$ cat src/rtl/kf_hdc_pkg.sv
`default_nettype none
// ============================================================================
//  Module      : kf_hdc_pkg
//  Description : Shared hyperdimensional-computing types and defaults used by
//                the bit-serial hypervector datapath.
//  Revision    : 1.0 - initial release
// ============================================================================
package kf_hdc_pkg;

   localparam int HYPERVEC_DIM_DEFAULT = 8192;

   // Serializer control states
   typedef enum logic [1:0] {
      ST_IDLE   = 2'd0,   // shift register empty, stream index at 0
      ST_STREAM = 2'd1,   // shift register holds data
      ST_STARVE = 2'd2    // shift register empty mid-vector
   } ser_state_t;

   typedef logic [$clog2(HYPERVEC_DIM_DEFAULT)-1:0] hv_idx_t;

endpackage
`default_nettype wire

$ cat src/rtl/kf_hv_serializer_if.sv
`default_nettype none
// ============================================================================
//  Module      : kf_hv_serializer_if
//  Description : Word input handshake and serial bit output bundle of the
//                hypervector serializer.
//  Revision    : 1.0 - initial release
// ============================================================================
interface kf_hv_serializer_if
   import kf_hdc_pkg::*;
#(
   parameter int WORD_WIDTH   = 64,
   parameter int HYPERVEC_DIM = HYPERVEC_DIM_DEFAULT
);
   logic [WORD_WIDTH-1:0]           word_data;
   logic                            word_valid;
   logic                            word_ready;
   logic                            bit_en;
   logic                            abort;
   logic                            bit_out;
   logic                            bit_valid;
   logic                            bit_start;
   logic                            bit_last;
   logic                            vec_done;
   logic                            underrun;
   logic                            busy;
   logic [$clog2(HYPERVEC_DIM)-1:0] stream_idx;

   // Word source / bit sink side
   modport master (
      output word_data, word_valid, bit_en, abort,
      input  word_ready, bit_out, bit_valid, bit_start, bit_last,
             vec_done, underrun, busy, stream_idx
   );

   // Serializer side
   modport slave (
      input  word_data, word_valid, bit_en, abort,
      output word_ready, bit_out, bit_valid, bit_start, bit_last,
             vec_done, underrun, busy, stream_idx
   );
endinterface
`default_nettype wire

$ cat src/rtl/kf_hv_word_buffer.sv
`default_nettype none
// ============================================================================
//  Module      : kf_hv_word_buffer
//  Description : Single-entry holding register with skid behaviour: it can
//                take a new word in the same cycle its current word leaves.
//  Revision    : 1.0 - initial release
// ============================================================================
module kf_hv_word_buffer #(
   parameter int WIDTH = 64
) (
   input  wire logic             clk,
   input  wire logic             rst_n,
   input  wire logic             i_flush,
   input  wire logic             i_push_valid,
   input  wire logic [WIDTH-1:0] i_push_data,
   output logic                  o_push_ready,
   input  wire logic             i_pop,
   output logic                  o_pop_valid,
   output logic [WIDTH-1:0]      o_pop_data
);
   logic             r_full;
   logic [WIDTH-1:0] r_data;

   assign o_push_ready = !r_full || i_pop;
   assign o_pop_valid  = r_full;
   assign o_pop_data   = r_data;

   // Occupancy and data: flush beats push, push (possibly with pop) beats pop
   always_ff @(posedge clk or negedge rst_n) begin
      if (!rst_n) begin
         r_full <= 1'b0;
         r_data <= '0;
      end else if (i_flush) begin
         r_full <= 1'b0;
      end else if (i_push_valid) begin
         r_full <= 1'b1;
         r_data <= i_push_data;
      end else if (i_pop) begin
         r_full <= 1'b0;
      end
   end
endmodule
`default_nettype wire

$ cat src/rtl/kf_hv_serializer.sv
`default_nettype none
// ============================================================================
//  Module      : kf_hv_serializer
//  Description : Word-parallel to bit-serial hypervector transmitter with
//                start/last/done framing and starvation detection.
//  Revision    : 1.0 - initial release
// ============================================================================
module kf_hv_serializer
   import kf_hdc_pkg::*;
#(
   parameter int HYPERVEC_DIM = HYPERVEC_DIM_DEFAULT,
   parameter int WORD_WIDTH   = 64
) (
   input  wire logic          clk,
   input  wire logic          rst_n,
   kf_hv_serializer_if.slave  s_bus
);
   localparam int WORDS_PER_VEC = HYPERVEC_DIM / WORD_WIDTH;
   localparam int c_cnt_w       = $clog2(WORD_WIDTH);
   localparam int c_idx_w       = $clog2(HYPERVEC_DIM);
   localparam logic [c_cnt_w-1:0] c_bcnt_last = c_cnt_w'(WORD_WIDTH - 1);
   localparam logic [c_idx_w-1:0] c_idx_last  = c_idx_w'(HYPERVEC_DIM - 1);

   generate
      if ((WORD_WIDTH < 2) || ((WORD_WIDTH & (WORD_WIDTH - 1)) != 0)) begin : g_bad_word_width
         $error("kf_hv_serializer: WORD_WIDTH must be a power of two >= 2");
      end
      if ((WORDS_PER_VEC < 1) || (WORDS_PER_VEC * WORD_WIDTH != HYPERVEC_DIM)) begin : g_bad_dim
         $error("kf_hv_serializer: HYPERVEC_DIM must be a multiple of WORD_WIDTH");
      end
   endgenerate

   ser_state_t              r_state;
   ser_state_t              w_state_next;
   logic [WORD_WIDTH-1:0]   r_sr;
   logic [c_cnt_w-1:0]      r_bcnt;
   logic [c_idx_w-1:0]      r_idx;
   logic                    r_vec_done;
   logic                    r_underrun;
   logic                    r_live;

   logic                    w_consume, w_word_end, w_sr_free, w_sr_load;
   logic                    w_hs, w_direct, w_word_ready;
   logic                    w_hb_full, w_hb_pop, w_hb_push_ready;
   logic [WORD_WIDTH-1:0]   w_hb_data;
   logic [c_idx_w-1:0]      w_idx_next;
   logic                    w_bit_valid, w_bit_start, w_bit_last, w_busy;

   // A bit leaves only when presented and the sink advances; the SR is free
   // to reload when its final bit leaves, or when empty and the sink is live.
   assign w_consume    = (r_state == ST_STREAM) && s_bus.bit_en;
   assign w_word_end   = w_consume && (r_bcnt == c_bcnt_last);
   assign w_sr_free    = w_word_end || ((r_state != ST_STREAM) && s_bus.bit_en);
   assign w_hb_pop     = w_sr_free && w_hb_full && !s_bus.abort;
   assign w_word_ready = r_live && !s_bus.abort && w_hb_push_ready;
   assign w_hs         = s_bus.word_valid && w_word_ready;
   assign w_direct     = w_hs && w_sr_free && !w_hb_full;
   assign w_sr_load    = w_sr_free && (w_hb_full || w_hs);
   assign w_idx_next   = (r_idx == c_idx_last) ? '0 : r_idx + 1'b1;

   kf_hv_word_buffer #(.WIDTH(WORD_WIDTH)) u_hb (
      .clk          (clk),
      .rst_n        (rst_n),
      .i_flush      (s_bus.abort),
      .i_push_valid (w_hs && !w_direct),
      .i_push_data  (s_bus.word_data),
      .o_push_ready (w_hb_push_ready),
      .i_pop        (w_hb_pop),
      .o_pop_valid  (w_hb_full),
      .o_pop_data   (w_hb_data)
   );

   // Holds word_ready low until the first edge after reset release
   always_ff @(posedge clk or negedge rst_n) begin
      if (!rst_n) r_live <= 1'b0;
      else        r_live <= 1'b1;
   end

   // State register
   always_ff @(posedge clk or negedge rst_n) begin
      if (!rst_n) r_state <= ST_IDLE;
      else        r_state <= w_state_next;
   end

   // Next state: abort flushes, any reload streams, an unrefilled word end
   // idles on a vector boundary and starves otherwise
   always_comb begin
      w_state_next = r_state;
      if (s_bus.abort)     w_state_next = ST_IDLE;
      else if (w_sr_load)  w_state_next = ST_STREAM;
      else if (w_word_end) w_state_next = (w_idx_next == '0) ? ST_IDLE : ST_STARVE;
   end

   // Framing and status decoded from state and stream index
   always_comb begin
      w_bit_valid = (r_state == ST_STREAM);
      w_bit_start = w_bit_valid && (r_idx == '0);
      w_bit_last  = w_bit_valid && (r_idx == c_idx_last);
      w_busy      = (r_idx != '0) || (r_state == ST_STREAM) || w_hb_full;
   end

   // Shift register, counters and one-cycle event pulses
   always_ff @(posedge clk or negedge rst_n) begin
      if (!rst_n) begin
         r_sr       <= '0;
         r_bcnt     <= '0;
         r_idx      <= '0;
         r_vec_done <= 1'b0;
         r_underrun <= 1'b0;
      end else if (s_bus.abort) begin
         r_sr       <= '0;
         r_bcnt     <= '0;
         r_idx      <= '0;
         r_vec_done <= 1'b0;
         r_underrun <= 1'b0;
      end else begin
         r_vec_done <= w_consume && (r_idx == c_idx_last);
         r_underrun <= w_word_end && !w_sr_load && (w_idx_next != '0);
         if (w_consume) r_idx <= w_idx_next;
         if (w_sr_load) begin
            r_sr   <= w_hb_full ? w_hb_data : s_bus.word_data;
            r_bcnt <= '0;
         end else if (w_consume) begin
            r_sr   <= r_sr >> 1;
            r_bcnt <= r_bcnt + 1'b1;
         end
      end
   end

   assign s_bus.word_ready = w_word_ready;
   assign s_bus.bit_out    = r_sr[0];
   assign s_bus.bit_valid  = w_bit_valid;
   assign s_bus.bit_start  = w_bit_start;
   assign s_bus.bit_last   = w_bit_last;
   assign s_bus.vec_done   = r_vec_done;
   assign s_bus.underrun   = r_underrun;
   assign s_bus.busy       = w_busy;
   assign s_bus.stream_idx = r_idx;
endmodule
`default_nettype wire

$ cat src/flat_wrapper.sv
// flat-port wrapper written by rule: the top's interface ports become plain ports
module kf_hv_serializer_flat import kf_hdc_pkg::*;
#(
   parameter int HYPERVEC_DIM = HYPERVEC_DIM_DEFAULT,
   parameter int WORD_WIDTH   = 64
)
  (clk, rst_n, s_bus_word_data, s_bus_word_valid, s_bus_bit_en, s_bus_abort, s_bus_word_ready, s_bus_bit_out, s_bus_bit_valid, s_bus_bit_start, s_bus_bit_last, s_bus_vec_done, s_bus_underrun, s_bus_busy, s_bus_stream_idx);
  kf_hv_serializer_if #(.WORD_WIDTH(WORD_WIDTH), .HYPERVEC_DIM(HYPERVEC_DIM)) s_bus_i ();
  input  wire logic clk;
  input  wire logic rst_n;
  input wire logic [$bits(s_bus_i.word_data)-1:0] s_bus_word_data;
  input wire logic [$bits(s_bus_i.word_valid)-1:0] s_bus_word_valid;
  input wire logic [$bits(s_bus_i.bit_en)-1:0] s_bus_bit_en;
  input wire logic [$bits(s_bus_i.abort)-1:0] s_bus_abort;
  output wire logic [$bits(s_bus_i.word_ready)-1:0] s_bus_word_ready;
  output wire logic [$bits(s_bus_i.bit_out)-1:0] s_bus_bit_out;
  output wire logic [$bits(s_bus_i.bit_valid)-1:0] s_bus_bit_valid;
  output wire logic [$bits(s_bus_i.bit_start)-1:0] s_bus_bit_start;
  output wire logic [$bits(s_bus_i.bit_last)-1:0] s_bus_bit_last;
  output wire logic [$bits(s_bus_i.vec_done)-1:0] s_bus_vec_done;
  output wire logic [$bits(s_bus_i.underrun)-1:0] s_bus_underrun;
  output wire logic [$bits(s_bus_i.busy)-1:0] s_bus_busy;
  output wire logic [$bits(s_bus_i.stream_idx)-1:0] s_bus_stream_idx;
  assign s_bus_i.word_data = s_bus_word_data;
  assign s_bus_i.word_valid = s_bus_word_valid;
  assign s_bus_i.bit_en = s_bus_bit_en;
  assign s_bus_i.abort = s_bus_abort;
  assign s_bus_word_ready = s_bus_i.word_ready;
  assign s_bus_bit_out = s_bus_i.bit_out;
  assign s_bus_bit_valid = s_bus_i.bit_valid;
  assign s_bus_bit_start = s_bus_i.bit_start;
  assign s_bus_bit_last = s_bus_i.bit_last;
  assign s_bus_vec_done = s_bus_i.vec_done;
  assign s_bus_underrun = s_bus_i.underrun;
  assign s_bus_busy = s_bus_i.busy;
  assign s_bus_stream_idx = s_bus_i.stream_idx;
  kf_hv_serializer #(.HYPERVEC_DIM(HYPERVEC_DIM), .WORD_WIDTH(WORD_WIDTH)) u_core (.clk(clk), .rst_n(rst_n), .s_bus(s_bus_i));
endmodule
$ cat config.mk
export PLATFORM = sky130hd
export DESIGN_NAME = kf_hv_serializer_flat
export DESIGN_NICKNAME = d
export VERILOG_FILES = /design/src/rtl/kf_hdc_pkg.sv /design/src/rtl/kf_hv_serializer_if.sv /design/src/rtl/kf_hv_word_buffer.sv /design/src/rtl/kf_hv_serializer.sv /design/src/flat_wrapper.sv
export SDC_FILE = /design/constraint.sdc
export NUM_CORES = 1
export LEC_CHECK = 0
export BUFFER_PORTS_ARGS = -buffer_cell sky130_fd_sc_hd__buf_2
export CORE_MARGIN = 2
export CORE_UTILIZATION = 49
export CTS_CLUSTER_SIZE = 28
export DETAILED_ROUTE_END_ITERATION = 10
export PLACE_DENSITY = 0.66
export SLEW_MARGIN = 10
export SYNTH_ARGS = -nofsm -noshare
export SYNTH_HDL_FRONTEND = slang
export SYNTH_SLANG_ARGS = --single-unit
$ cat constraint.sdc
create_clock -name clk -period 4.15 [get_ports clk]
set_input_delay 0.6225 -clock clk [delete_from_list [all_inputs] [get_ports clk]]
set_output_delay 0.6225 -clock clk [all_outputs]
set_load 0.01 [all_outputs]
==> results by group <==
Pwr
  • Worst VDD drop: 0.0003045 V
  • LEAKAGE: 3.994 nW
  • NetSw: 0.9012 mW
  • Logic gate share of total power: 0.131
  • Net Sw Frac: 0.2379
  • Clock Power Share: 0.398
  • P per Cell Area: 420.1 nW/um^2
  • Power Internal: 2.887 mW
  • Sequential power share: 0.472

Worst setup path
  • Reg-to-reg endpoint: u_core.u_hb.o_pop_data[3]
  • Worst setup SP type: flip-flop
  • Crit path kind: reg -> out
  • Worst Reg-to-Reg Cells: 7
  • FF-to-FF setup slack: 1590 ps
  • Arrival time worst endpoint: 2240 ps
  • FF-to-FF Start: u_core.r_bcnt[0]
  • Required time of the worst setup path: 3530 ps
  • Crit. End Element: output pin
  • CP max FO: 10

Timing
  • Worst slew margin: 0.3459
  • Unrepaired setup endpoints after global routing: no
  • Worst-margin pin slew: 981.2 ps
  • Final setup fails: 0
  • Post-route setup TNS: 0 ps
  • Max-slew violations: 0
  • Final hold vios: 0
  • Layout Skew: 9.980 ps
  • Final period utilization: 0.6907
  • Min Tclk post-route: 2867 ps
  • Max Clk Rate: 348.9 MHz

GRT
  • Overall routing resource usage: 0.1987
  • Initial antenna violation count: 0
  • First-pass GRT wire length: 28250 um
  • Grt ovf: 0
  • Vias in the first global route: 5646
  • Largest net degree at the start of global routing: 108

Cells and area
  • Final #Nets: 807
  • Post-route cell area: 9017 sq um
  • Layout cells sized above 1: 0.2701
  • Area grow syn2layout: 12.40%
  • Number of antenna diodes: 0

Synth
  • Post-Syn Nets: 753
  • Avg Inst Size Synth: 11.78 sq um
  • Synth unique cells: 45
  • Synth Instances: 681
  • Synth Cell Area: 8023 sq um
  • Syn. warnings: 0
  • Sequential share of the synthesized area: 0.4772
  • Seq cells post-synth: 153

Clock network
  • CTS Hold Buffers Added: 0
  • Post-CTS Setup Bufs: 0
  • Worst-Skew Late Latency: 420 ps
  • CTS max path bufs: 2
  • CTS tree: built
  • CTS clock-pin slew for the worst setup and hold paths: 60 ps
  • H-Tree Depth: 4
  • Clock Tree Root: clkbuf_16
  • Clock sinks: 153
  • Num CTS Buffers: 17
  • Post-cts sizing count: 0

Floorplanning
  • CORE AREA: 15940 sq um
  • Die H: 132.0 um
  • I/O pin cnt: 90
  • Die X: 132.0 um
  • Cell Rows: 46
  • Die Area: 17410 sq um
  • Starting Density: 0.5032

Detailed routing
  • Drt total wl: 16650 um
  • Post-route ant nets: 0
  • DRC viols: 0
  • Routed vias/inst: 5.702
  • Via count: 5497
  • DRT Pass-1 Iters: 4
  • Initial DRC Count: 315
  • Avg WL per Cell: 17.27 um

Place
  • PortBufs: 89
  • Routability cong.: 0.8370
  • Final HPWL DP: 10240 um
  • DP Area: 8451 sq um

Run
  • Max Cap Violations: 0

Worst hold path
  • Hold WC Path Type: in -> async

Outcome
  • Status: finished clean
final cells by class:
cell class,count,area [sq um]
inverters,5,18.77
repair buffers,98,544.3
clock buffers,24,471.7
multi-input cells,460,3785
fillers,1367,6925
well taps,216,270.3
clock inverters,8,95.09
flip-flops and latches,153,3832
state kept, by name, indices dropped and copies added, names as in the netlist:
signal,flops
u_core.s_bus.underrun,1
u_core.u_hb.o_pop_valid,1
u_core.s_bus.vec_done,1
u_core.s_bus.stream_idx,13
u_core.r_live,1
u_core.r_bcnt,6
u_core.r_state,2
u_core.u_hb.o_pop_data,64
u_core.r_sr,64
routing by layer:
metal / part of all wire / GRT usage / vias to the layer above
met4: 0.0058 / 0.05193 / 0
met3: 0.037 / 0.04498 / 9
met1: 0.49 / 0.2776 / 2755
met2: 0.47 / 0.3139 / 99
li1: - / - / 2634
met5: 0 / 0 / -
stage by stage:
step | cells | hold WS (ps) | util | total power, mW | setup slack, ps
after global routing | 964 | 410.7 | 0.5656 | 3.950 | 1184
final | 964 | 324.1 | 0.5656 | 3.788 | 1283
after floorplan | 681 | 326.9 | - | 2.160 | 1862
after CTS | 964 | 385.0 | 0.5656 | 3.820 | 1264
after global placement | 932 | 487.8 | 0.5301 | 2.281 | 1641
after detailed placement | 932 | 492.8 | 0.5301 | 2.307 | 1561
cells in the mapped netlist:
| library cell | instances | area share |
|---|---|---|
| nand2b_1 | 1 | 0.00078 |
| nand3_1 | 8 | 0.0050 |
| nand4_4 | 1 | 0.0027 |
| or4_1 | 1 | 0.00094 |
| conb_1 | 1 | 0.00047 |
| dfrtp_1 | 153 | 0.48 |
| or2_2 | 3 | 0.0023 |
| nor4_2 | 1 | 0.0016 |
| ha_1 | 3 | 0.0047 |
| clkbuf_2 | 1 | 0.00062 |
| a2111oi_2 | 1 | 0.0019 |
| a21oi_2 | 1 | 0.0011 |
| and3b_1 | 3 | 0.0033 |
| nor3_1 | 14 | 0.0087 |
| buf_4 | 11 | 0.010 |
| mux2_2 | 16 | 0.022 |
| nand3_2 | 1 | 0.0012 |
| or3_1 | 5 | 0.0039 |
| o21ai_0 | 7 | 0.0044 |
| a41o_1 | 1 | 0.0012 |
| o21ai_2 | 1 | 0.0011 |
| xnor2_1 | 5 | 0.0055 |
| nand4_1 | 5 | 0.0039 |
| and3_1 | 4 | 0.0031 |
| o31a_1 | 1 | 0.0011 |
| clkbuf_1 | 21 | 0.0098 |
| and4_1 | 2 | 0.0022 |
| a211o_1 | 1 | 0.0011 |
| o21ai_1 | 1 | 0.00062 |
| nand3b_1 | 1 | 0.00094 |
| nor4_1 | 3 | 0.0023 |
| nor2_1 | 22 | 0.010 |
| and2_1 | 2 | 0.0016 |
| buf_12 | 6 | 0.015 |
| inv_1 | 5 | 0.0023 |
| buf_2 | 24 | 0.015 |
| nand2_1 | 14 | 0.0066 |
| a311oi_1 | 1 | 0.0011 |
| nor2b_1 | 63 | 0.049 |
| a31oi_1 | 3 | 0.0023 |
| mux2i_1 | 65 | 0.081 |
| mux2_4 | 49 | 0.092 |
| a211oi_1 | 128 | 0.12 |
| xor2_1 | 10 | 0.011 |
| a21oi_1 | 11 | 0.0069 |
cells in the final DEF (no fill, tap or decap), drive strengths merged, types with 10 or more instances in the layout:
cell / netlist / routed
a211oi: 128 / 128
a21oi: 12 / 12
buf: 41 / 98
clkbuf: 22 / 24
dfrtp: 153 / 153
mux2: 65 / 65
mux2i: 65 / 65
nand2: 14 / 14
nor2: 22 / 22
nor2b: 63 / 63
nor3: 14 / 14
xor2: 10 / 10
logic make-up (layout without fill, tap and decap cells):
kind of cell	Yosys count	after routing	synth area share
compound gates	157	157	0.1425
simple gates	154	154	0.1104
flops	153	153	0.4772
mux	130	130	0.1953
buf+inv	68	135	0.05303
xor+xnor	15	15	0.01637
fa+ha+maj	3	3	0.004679
other cells	1	1	0.0004674
worst max-delay path: stages, from the launching register on:
cell and delay [ps]:
dfrtp_1 500, or4_1 540, nor3_1 140, nand4_1 160
or3_1 330, buf_2 140
power groups by stage:
stage | registers [mW] | clock network [mW] | logic (mW)
after floorplan | 1.77 | 0 | 0.386
after global placement | 1.80 | 0 | 0.481
after detailed placement | 1.81 | 0 | 0.500
after CTS | 1.79 | 1.53 | 0.502
after global routing | 1.81 | 1.59 | 0.544
final | 1.79 | 1.51 | 0.494
worst max-delay path by stage:
| stage | start | end | slack (ps) | depth (start not counted) |
|---|---|---|---|---|
| after floorplan | u_core.s_bus.stream_idx[3] | s_bus_busy | 1860 | 5 |
| after global placement | s_bus_bit_en | u_core.u_hb.o_pop_data[2] | 1640 | 6 |
| after detailed placement | s_bus_bit_en | u_core.u_hb.o_pop_data[6] | 1560 | 6 |
| after CTS | u_core.s_bus.stream_idx[5] | s_bus_busy | 1260 | 5 |
| after global routing | u_core.s_bus.stream_idx[5] | s_bus_busy | 1180 | 5 |
| final | u_core.s_bus.stream_idx[5] | s_bus_busy | 1280 | 5 |
Power figures use the tool's default switching activity.
